### config.mk
export PLATFORM = sky130hd
export DESIGN_NAME = mem_access_unit
export DESIGN_NICKNAME = d
export VERILOG_FILES = /design/src/rtl/mem_pkg.sv /design/src/rtl/mem_lane_align.sv /design/src/rtl/mem_access_unit.sv
export SDC_FILE = /design/constraint.sdc
export NUM_CORES = 1
export LEC_CHECK = 0
export CORE_UTILIZATION = 30
export DETAILED_ROUTE_END_ITERATION = 6
export DONT_BUFFER_PORTS = 1
export MAX_ROUTING_LAYER = met4
export SYNTH_ARGS = -nofsm -noshare
export SYNTH_HDL_FRONTEND = slang
export SYNTH_SLANG_ARGS = --single-unit
### constraint.sdc
create_clock -name clk_i -period 1.5 [get_ports clk_i]
set_input_delay 0.3 -clock clk_i [delete_from_list [all_inputs] [get_ports clk_i]]
set_output_delay 0.3 -clock clk_i [all_outputs]
set_load 0.01 [all_outputs]
### src/rtl/mem_pkg.sv
// Shared definitions for the data-memory access stage: funct3 encodings,
// FSM state type and the default access timeout.
package mem_pkg;

  localparam logic [2:0] F3_LB  = 3'b000;
  localparam logic [2:0] F3_LH  = 3'b001;
  localparam logic [2:0] F3_LW  = 3'b010;
  localparam logic [2:0] F3_LBU = 3'b100;
  localparam logic [2:0] F3_LHU = 3'b101;
  localparam logic [2:0] F3_SB  = 3'b000;
  localparam logic [2:0] F3_SH  = 3'b001;
  localparam logic [2:0] F3_SW  = 3'b010;

  localparam int MEM_TIMEOUT = 64;

  typedef enum logic [1:0] {
    ST_IDLE,
    ST_BUSY,
    ST_DONE
  } mem_state_e;

endpackage

### src/rtl/mem_lane_align.sv
// Byte-lane steering for the memory stage: extracts and extends load data
// from the read word, and builds byte enables plus lane-replicated store data.
module mem_lane_align
  import mem_pkg::*;
(
  input  logic [2:0]  funct3,
  input  logic [1:0]  addr_lo,
  input  logic [31:0] rdata,
  input  logic [31:0] wdata_raw,
  output logic [31:0] rdata_fmt,
  output logic [31:0] wdata_rep,
  output logic [3:0]  be
);

  logic [7:0]  rd_byte;
  logic [15:0] rd_half;

  // Select the addressed byte and halfword lanes of the read word.
  always_comb begin
    rd_byte = rdata[7:0];
    case (addr_lo)
      2'd0: rd_byte = rdata[7:0];
      2'd1: rd_byte = rdata[15:8];
      2'd2: rd_byte = rdata[23:16];
      2'd3: rd_byte = rdata[31:24];
      default: rd_byte = rdata[7:0];
    endcase
    rd_half = addr_lo[1] ? rdata[31:16] : rdata[15:0];
  end

  // Sign/zero extension; any undefined size falls back to a full word.
  always_comb begin
    rdata_fmt = rdata;
    case (funct3)
      F3_LB:   rdata_fmt = {{24{rd_byte[7]}}, rd_byte};
      F3_LBU:  rdata_fmt = {24'h0, rd_byte};
      F3_LH:   rdata_fmt = {{16{rd_half[15]}}, rd_half};
      F3_LHU:  rdata_fmt = {16'h0, rd_half};
      default: rdata_fmt = rdata;
    endcase
  end

  // Store lane enables and replication; halfword ignores addr bit 0.
  always_comb begin
    be        = 4'b1111;
    wdata_rep = wdata_raw;
    case (funct3)
      F3_SB: begin
        be        = 4'b0001 << addr_lo;
        wdata_rep = {4{wdata_raw[7:0]}};
      end
      F3_SH: begin
        be        = addr_lo[1] ? 4'b1100 : 4'b0011;
        wdata_rep = {2{wdata_raw[15:0]}};
      end
      default: begin
        be        = 4'b1111;
        wdata_rep = wdata_raw;
      end
    endcase
  end

endmodule

### src/rtl/mem_access_unit.sv
// Data-memory access stage: converts an EX/MEM load/store into a req/ack
// transaction, stalls the pipeline until it completes, aborts after
// TIMEOUT_CYC unacknowledged cycles, and presents formatted load data.
// Optional: define MEM_MISALIGN_TRAP_EN to trap misaligned halfword/word
// accesses without touching memory.
module mem_access_unit
  import mem_pkg::*;
#(
  parameter int TIMEOUT_CYC = MEM_TIMEOUT
) (
  input  logic        clk_i,
  input  logic        rst_i,
  input  logic        MemRead_i,
  input  logic        MemWrite_i,
  input  logic [2:0]  funct3_i,
  input  logic [31:0] ALUResult_i,
  input  logic [31:0] WriteData_i,
  output logic [31:0] Memdata_o,
  output logic        stall_o,
  output logic        bus_err_o,
  output logic        misalign_o,
  output logic        mem_req_o,
  output logic        mem_we_o,
  output logic [31:0] mem_addr_o,
  output logic [31:0] mem_wdata_o,
  output logic [3:0]  mem_be_o,
  input  logic        mem_ack_i,
  input  logic [31:0] mem_rdata_i
);

  localparam int CNT_W = $clog2(TIMEOUT_CYC + 1);

  mem_state_e        state_q, state_d;
  logic [CNT_W-1:0]  cnt_q;
  logic [29:0]       addr_q;
  logic [1:0]        lo_q;
  logic              we_q;
  logic [2:0]        f3_q;
  logic [31:0]       wraw_q;
  logic [31:0]       memdata_q;
  logic              err_q;
  logic              mis_q;
  logic              access;
  logic              misalign_det;
  logic              timeout;
  logic [31:0]       rdata_fmt;

  assign access  = MemRead_i | MemWrite_i;
  assign timeout = (cnt_q == CNT_W'(TIMEOUT_CYC - 1));

`ifdef MEM_MISALIGN_TRAP_EN
  assign misalign_det = ((funct3_i[1:0] == 2'b01) && ALUResult_i[0]) ||
                        ((funct3_i == F3_LW) && (ALUResult_i[1:0] != 2'b00));
`else
  assign misalign_det = 1'b0;
`endif

  // Lane logic runs off the captured copies so request fields stay stable.
  mem_lane_align u_align (
    .funct3    (f3_q),
    .addr_lo   (lo_q),
    .rdata     (mem_rdata_i),
    .wdata_raw (wraw_q),
    .rdata_fmt (rdata_fmt),
    .wdata_rep (mem_wdata_o),
    .be        (mem_be_o)
  );

  assign mem_addr_o = {addr_q, 2'b00};
  assign mem_we_o   = we_q;
  assign Memdata_o  = memdata_q;
  assign bus_err_o  = err_q;
  assign misalign_o = mis_q;

  // Next-state, stall and request decode.
  always_comb begin
    state_d   = state_q;
    stall_o   = 1'b0;
    mem_req_o = 1'b0;
    case (state_q)
      ST_IDLE: begin
        if (access) begin
          stall_o = 1'b1;
          state_d = misalign_det ? ST_DONE : ST_BUSY;
        end
      end
      ST_BUSY: begin
        stall_o   = 1'b1;
        mem_req_o = 1'b1;
        if (mem_ack_i || timeout) state_d = ST_DONE;
      end
      ST_DONE: state_d = ST_IDLE;
      default: state_d = ST_IDLE;
    endcase
    if (rst_i) stall_o = 1'b0;
  end

  // State, capture registers, wait counter and result/pulse flags.
  always_ff @(posedge clk_i) begin
    if (rst_i) begin
      state_q   <= ST_IDLE;
      cnt_q     <= '0;
      addr_q    <= '0;
      lo_q      <= '0;
      we_q      <= 1'b0;
      f3_q      <= '0;
      wraw_q    <= '0;
      memdata_q <= '0;
      err_q     <= 1'b0;
      mis_q     <= 1'b0;
    end else begin
      state_q <= state_d;
      case (state_q)
        ST_IDLE: begin
          if (access) begin
            addr_q <= ALUResult_i[31:2];
            lo_q   <= ALUResult_i[1:0];
            we_q   <= MemWrite_i;
            f3_q   <= funct3_i;
            wraw_q <= WriteData_i;
            cnt_q  <= '0;
            err_q  <= 1'b0;
            mis_q  <= misalign_det;
            if (misalign_det) memdata_q <= '0;
          end
        end
        ST_BUSY: begin
          if (mem_ack_i) begin
            if (!we_q) memdata_q <= rdata_fmt;
          end else if (timeout) begin
            memdata_q <= '0;
            err_q     <= 1'b1;
          end else begin
            cnt_q <= cnt_q + 1'b1;
          end
        end
        ST_DONE: begin
          err_q <= 1'b0;
          mis_q <= 1'b0;
        end
        default: ;
      endcase
    end
  end

endmodule
# Word level (Yosys, flattened, before mapping)
# Index checks and enable logic that the tools add are counted.
[op_classes]
addsub = 1
eq_ne = 15
shifts = 1
mux = 25
n_bitwise = 1
reduce_logical = 14
[ops]
columns = ["op", "n"]
rows = [
  ["$pmux W32 S4", 1],
  ["$mux W32", 3],
  ["$pmux W32 S2", 1],
  ["$pmux W8 S4", 1],
  ["$mux W7", 3],
  ["$mux W16", 1],
  ["$pmux W7 S2", 1],
  ["$ne A2 B2 Y1 const B", 6],
  ["$pmux W4 S2", 1],
  ["$reduce_and A4 Y1", 2],
  ["$add A7 B1 Y7 const B", 1],
  ["$eq A7 B6 Y1 const B", 1],
  ["$eq A2 B2 Y1 const B", 3],
  ["$eq A3 B3 Y1 const B", 2],
  ["$mux W1", 6],
  ["$reduce_and A2 Y1", 3],
  ["$reduce_bool A2 Y1", 3],
  ["$eq A2 B1 Y1 const B", 2],
  ["$logic_not A2 Y1", 2],
  ["$mux W2", 2],
  ["$mux W4", 1],
  ["$pmux W1 S2", 2],
  ["$pmux W2 S2", 1],
  ["$shl A1 B2 Y4 const A", 1],
  ["other kinds (7)", 7],
]
[totals]
reg_bits = 111
inputBits = 104
output_inout_bits = 105
word_cells = 67

# Logic depth before layout (Yosys ltp)
[depth]
word_depth = 5
depth_mapped = 7
ltp_nobuf = 6

# By module
# From an unflattened synthesis, not the netlist that was laid out.
[hier_totals]
hier_cells = 608
hier_area_um2 = 5027.3
[modules_own_cells]
columns = ["mod", "instances", "cells_per_inst", "area_per_inst_um2", "seq_area_each_um2"]
rows = [
  ["mem_access_unit", 1, 436, 3921.3, 2202.1],
  ["mem_lane_align", 1, 172, 1106.1, 0.0],
]

# Worst setup path after synthesis
# OpenSTA, ideal clock, no wires.
[synth_path]
path_type = "register to register"
start = "reg cnt_q[0]"
end = "reg memdata_q[27] (netlist: Memdata_o[27])"
setup_time_ps = 122
arrival_ps = 1561
required_ps = 1378
path_slack_ps = -183
path_stages_with_launch = 7
n_path_buf = 1
synth_period_minus_slack_ps = 1683
cell_sequence = "dfxtp_1 -> ha_1 -> nand3_2 -> o41ai_2 -> a21oi_2 -> buf_6 -> a221o_1"
[synth_via]
elab_chain_cells = 3
[synth_rtl]
columns = ["element", "line", "text"]
rows = [
  ["from (decl)", "mem_access_unit.sv:34", "logic [CNT_W-1:0] cnt_q;"],
  ["from (signal assigned)", "mem_access_unit.sv:134", "cnt_q <= cnt_q + 1'b1;"],
  ["$eq A7 B6 Y1", "mem_access_unit.sv:49", "assign timeout = (cnt_q == CNT_W'(TIMEOUT_CYC - 1));"],
  ["$reduce_bool A2 Y1 (no source line)", "n/a", ""],
  ["$reduce_and A3 Y1 (no source line)", "n/a", ""],
  ["to (signal assigned)", "mem_access_unit.sv:129", "if (!we_q) memdata_q <= rdata_fmt;"],
  ["to (decl)", "mem_access_unit.sv:40", "logic [31:0] memdata_q;"],
]
# Every way passes these cells.
# A chain may end at the register's enable or synchronous reset.

# Worst setup path in the final report
[layout_path]
start = "reg cnt_q[1]"
end = "reg memdata_q[23] (netlist: Memdata_o[23])"
# Same word-level chain as after synthesis.

==> impl_metrics.toml <==
[floorplanning]
core_area_um2 = 15900
ioPinCount = 209
start_util_pct = 30.8
fp.dieW_um = 130
std_cell_rows = 46
dieArea_um2 = 16900
dieHeight_um = 130

[critical_path]
crit_chain = "ha_4 > nand3_4 > o41ai_4 > a21oi_4 > buf_6 > buf_16 > a221o_1"
worstSetupStartpoint = "cnt_q[1]"
cpLargestDelayFamily = "compound AO/OA/AOI/OAI gates"
critPathMaxFanout = 7
worst_path_max_delay_cell = "o41ai_4"
worst-setup-path-type = "register to register"
cp.depth = 7
cp_data_arrival_time_ps = 2070
slowest_delay_ps = 390
worst_setup_path_start_kind = "register"
r2r-end = "Memdata_o[23]"
reg2reg_slack_ps = -330
cp.required_ps = 1740
r2r_cells = 7
critPathCapture = "Memdata_o[23]"
cp-end-kind = "register"
reg2reg_from = "cnt_q[1]"
path_buf_inv = 2

[power_and_ir_drop]
vdd_drop_max_v = 0.000595
p_clk_share_pct = 31.9
leakagePower_nw = 2.52
p_switching_mw = 2.21
internal-power_mw = 5.08
power_density_nw_per_um2 = 1140
p_seq_share_pct = 46.2
combPwrFrac_pct = 21.9
power_switching_share_pct = 30.3

[detailed_routing]
detail-route-antenna-nets = 0
firstDrtPassIters = 4
drc = 0
vias = 4433
drtIter0Drc = 192
via_per_inst = 5.32
wl_per_cell_um = 18.7
routed_wirelength_um = 15600

[final_layout]
register_area_um2 = 2220
multi_input_area_um2 = 2730
stdcell_count = 834
final_area_um2 = 6370
fill_cells = 1575
final_core_util_pct = 40.0
layout-drive-gt1-share_pct = 27.1
fin_nets = 717
area_delta_synth_final_pct = 30.0

[synth]
synth_cells = 580
ys_seq_area_share_pct = 44.9
ys_ff_latch = 110
synth.most_common_cell = "nand2_1"
yosysWarnings = 0
synth_edf_count = 0
async_reset_ff_share_pct = 0
syn_avg_cell_area_um2 = 8.45
synth_area_um2 = 4900
synthFlopType = "dfxtp_1"
netlist.area_leader.share_pct = 44.9
synth_area_leaders = "dfxtp_1, nand2_1, a21oi_1, mux2_2, a221o_1"
synthTopCellsByCount = "nand2_1, dfxtp_1, a21oi_1"
synth_top_area_cell = "dfxtp_1"
ys_types = 55

[grt]
grt_overflow_total = 0
antenna_found_initial = 1
grtUsageTotal_pct = 17.9
grt_max_degree = 66
grt_first_pass_wirelength_um = 22400
grt_pass1_vias = 4319

[clock_network]
cts_tree = "yes"
cts_buffers = 9
cts.sinks = 110
cts_max_level = 3
clkLatencyLatePin_ps = 350
max-clock-path-buffers = 2
root_buffer = "clkbuf_16"
cts.clk_slew.worst_paths_ps = 70

[status]
status = "finished, violations left"
violations = "negative setup slack"

[timing]
finalClockSkew_ps = 4.90
finalHoldViolations = 0
finalCritPeriodShare_pct = 122
finalMaxSlewViolations = 0
tightest_slew_ps = 728
max_freq_mhz = 547
rsz0062_at_grt = "true"
post-route-min-period_ps = 1830
holdWs_ps = 31.7
slew_headroom_pct = 51.3
fin_ws_ps = -328
setup_viol = 61

[place]
dpl-instance-area_um2 = 5350
dp.cells = 790
dp_hpwl_um = 10200
place_congestion = 0.825
portBuffers = 0

[worst_hold_path]
hp-class = "input port to register"

[job]
drv_cap = 0
[stage by stage]
stage               worst slack [ps]  setup TNS (ps)  total power, mW
floorplan                       -133           -1910             4.26
detailed placement              -194           -4080             4.60
global route                    -386          -17020             7.65
global placement                -135           -2580             4.56
finish                          -328          -13040             7.29
CTS                             -325          -12750             7.15
[cells by family after synthesis]
family	after synthesis	synth area share (%)
other	1	0.0765
buffers and inverters	62	6.76
AND/OR/NAND/NOR	210	18.6
XOR/XNOR	4	0.715
AO/OA/AOI/OAI	155	20.3
adder cells (fa/ha/maj)	1	0.255
multiplexers	37	8.42
flip-flops	110	44.9
[registers in the layout, indices dropped and copies added (netlist names)]
register	count
Memdata_o	32
wraw_q	32
addr_q	30
cnt_q	7
f3_q	3
lo_q	2
state_q	2
bus_err_o	1
mem_we_o	1
[cell usage in the layout (no fill, tap or decap), types with 5 or more instances in the layout]
cell type,synthesis,final
nand2_1,153,150
dfxtp_1,110,102
a21oi_1,88,83
buf_4,13,44
mux2_4,0,16
a221o_1,16,16
nor3_1,18,13
clkbuf_16,0,12
buf_12,0,12
nor2_1,16,10
o21ai_0,10,8
a21o_1,8,8
mux2i_1,12,7
a21oi_4,2,7
mux2_2,23,7
buf_6,3,7
nor2_4,0,6
inv_1,8,6
o22ai_1,6,6
nor3_4,1,5
a22o_1,5,5
[worst min-delay path by stage]
stage               depth (start not counted)          to        start
floorplan                                   2     f3_q[0]  funct3_i[0]
global placement                            1    cnt_q[1]        rst_i
detailed placement                          1   addr_q[1]        rst_i
CTS                                         1    cnt_q[0]        rst_i
global route                                1  addr_q[11]        rst_i
finish                                      1   bus_err_o        rst_i
[layout make-up]
type,count,share of cell area (%)
well taps,216,4.24
flip-flops and latches,110,34.9
clock inverters,6,0.707
clock buffers,10,3.75
inverters,9,0.530
multi-input cells,410,42.9
diodes,1,0.0393
repair buffers,72,13.0
[layer usage]
metal	vias up	wire, um	GRT usage (%)
met2	223	7610	29.8
met1	2112	6050	19.3
met3	24	1630	6.44
li1	2074	-	-
met4	0	334	7.66
met5	-	0	-
[power by group through the flow]
stage               registers [mW]  logic (mW)  clock network [mW]
floorplan                     3.35       0.904                   0
global placement              3.41        1.15                   0
detailed placement            3.42        1.18                   0
CTS                           3.36        1.38                2.40
global route                  3.40        1.73                2.53
finish                        3.37        1.60                2.33
[timing repair]
| action | 4_1_cts | 5_1_grt |
|---|---|---|
| gates cloned | 4 | 4 |
| pin swaps | 27 | 18 |
| hold buffers | 2 | 1 |
| gates resized for setup | 57 | 41 |
| setup endpoints to repair | 62 | 69 |
| endpoints found under the hold margin | 17 | 4 |
| buffers inserted | 7 | 15 |
No activity file was read; power rests on OpenSTA's default activity.
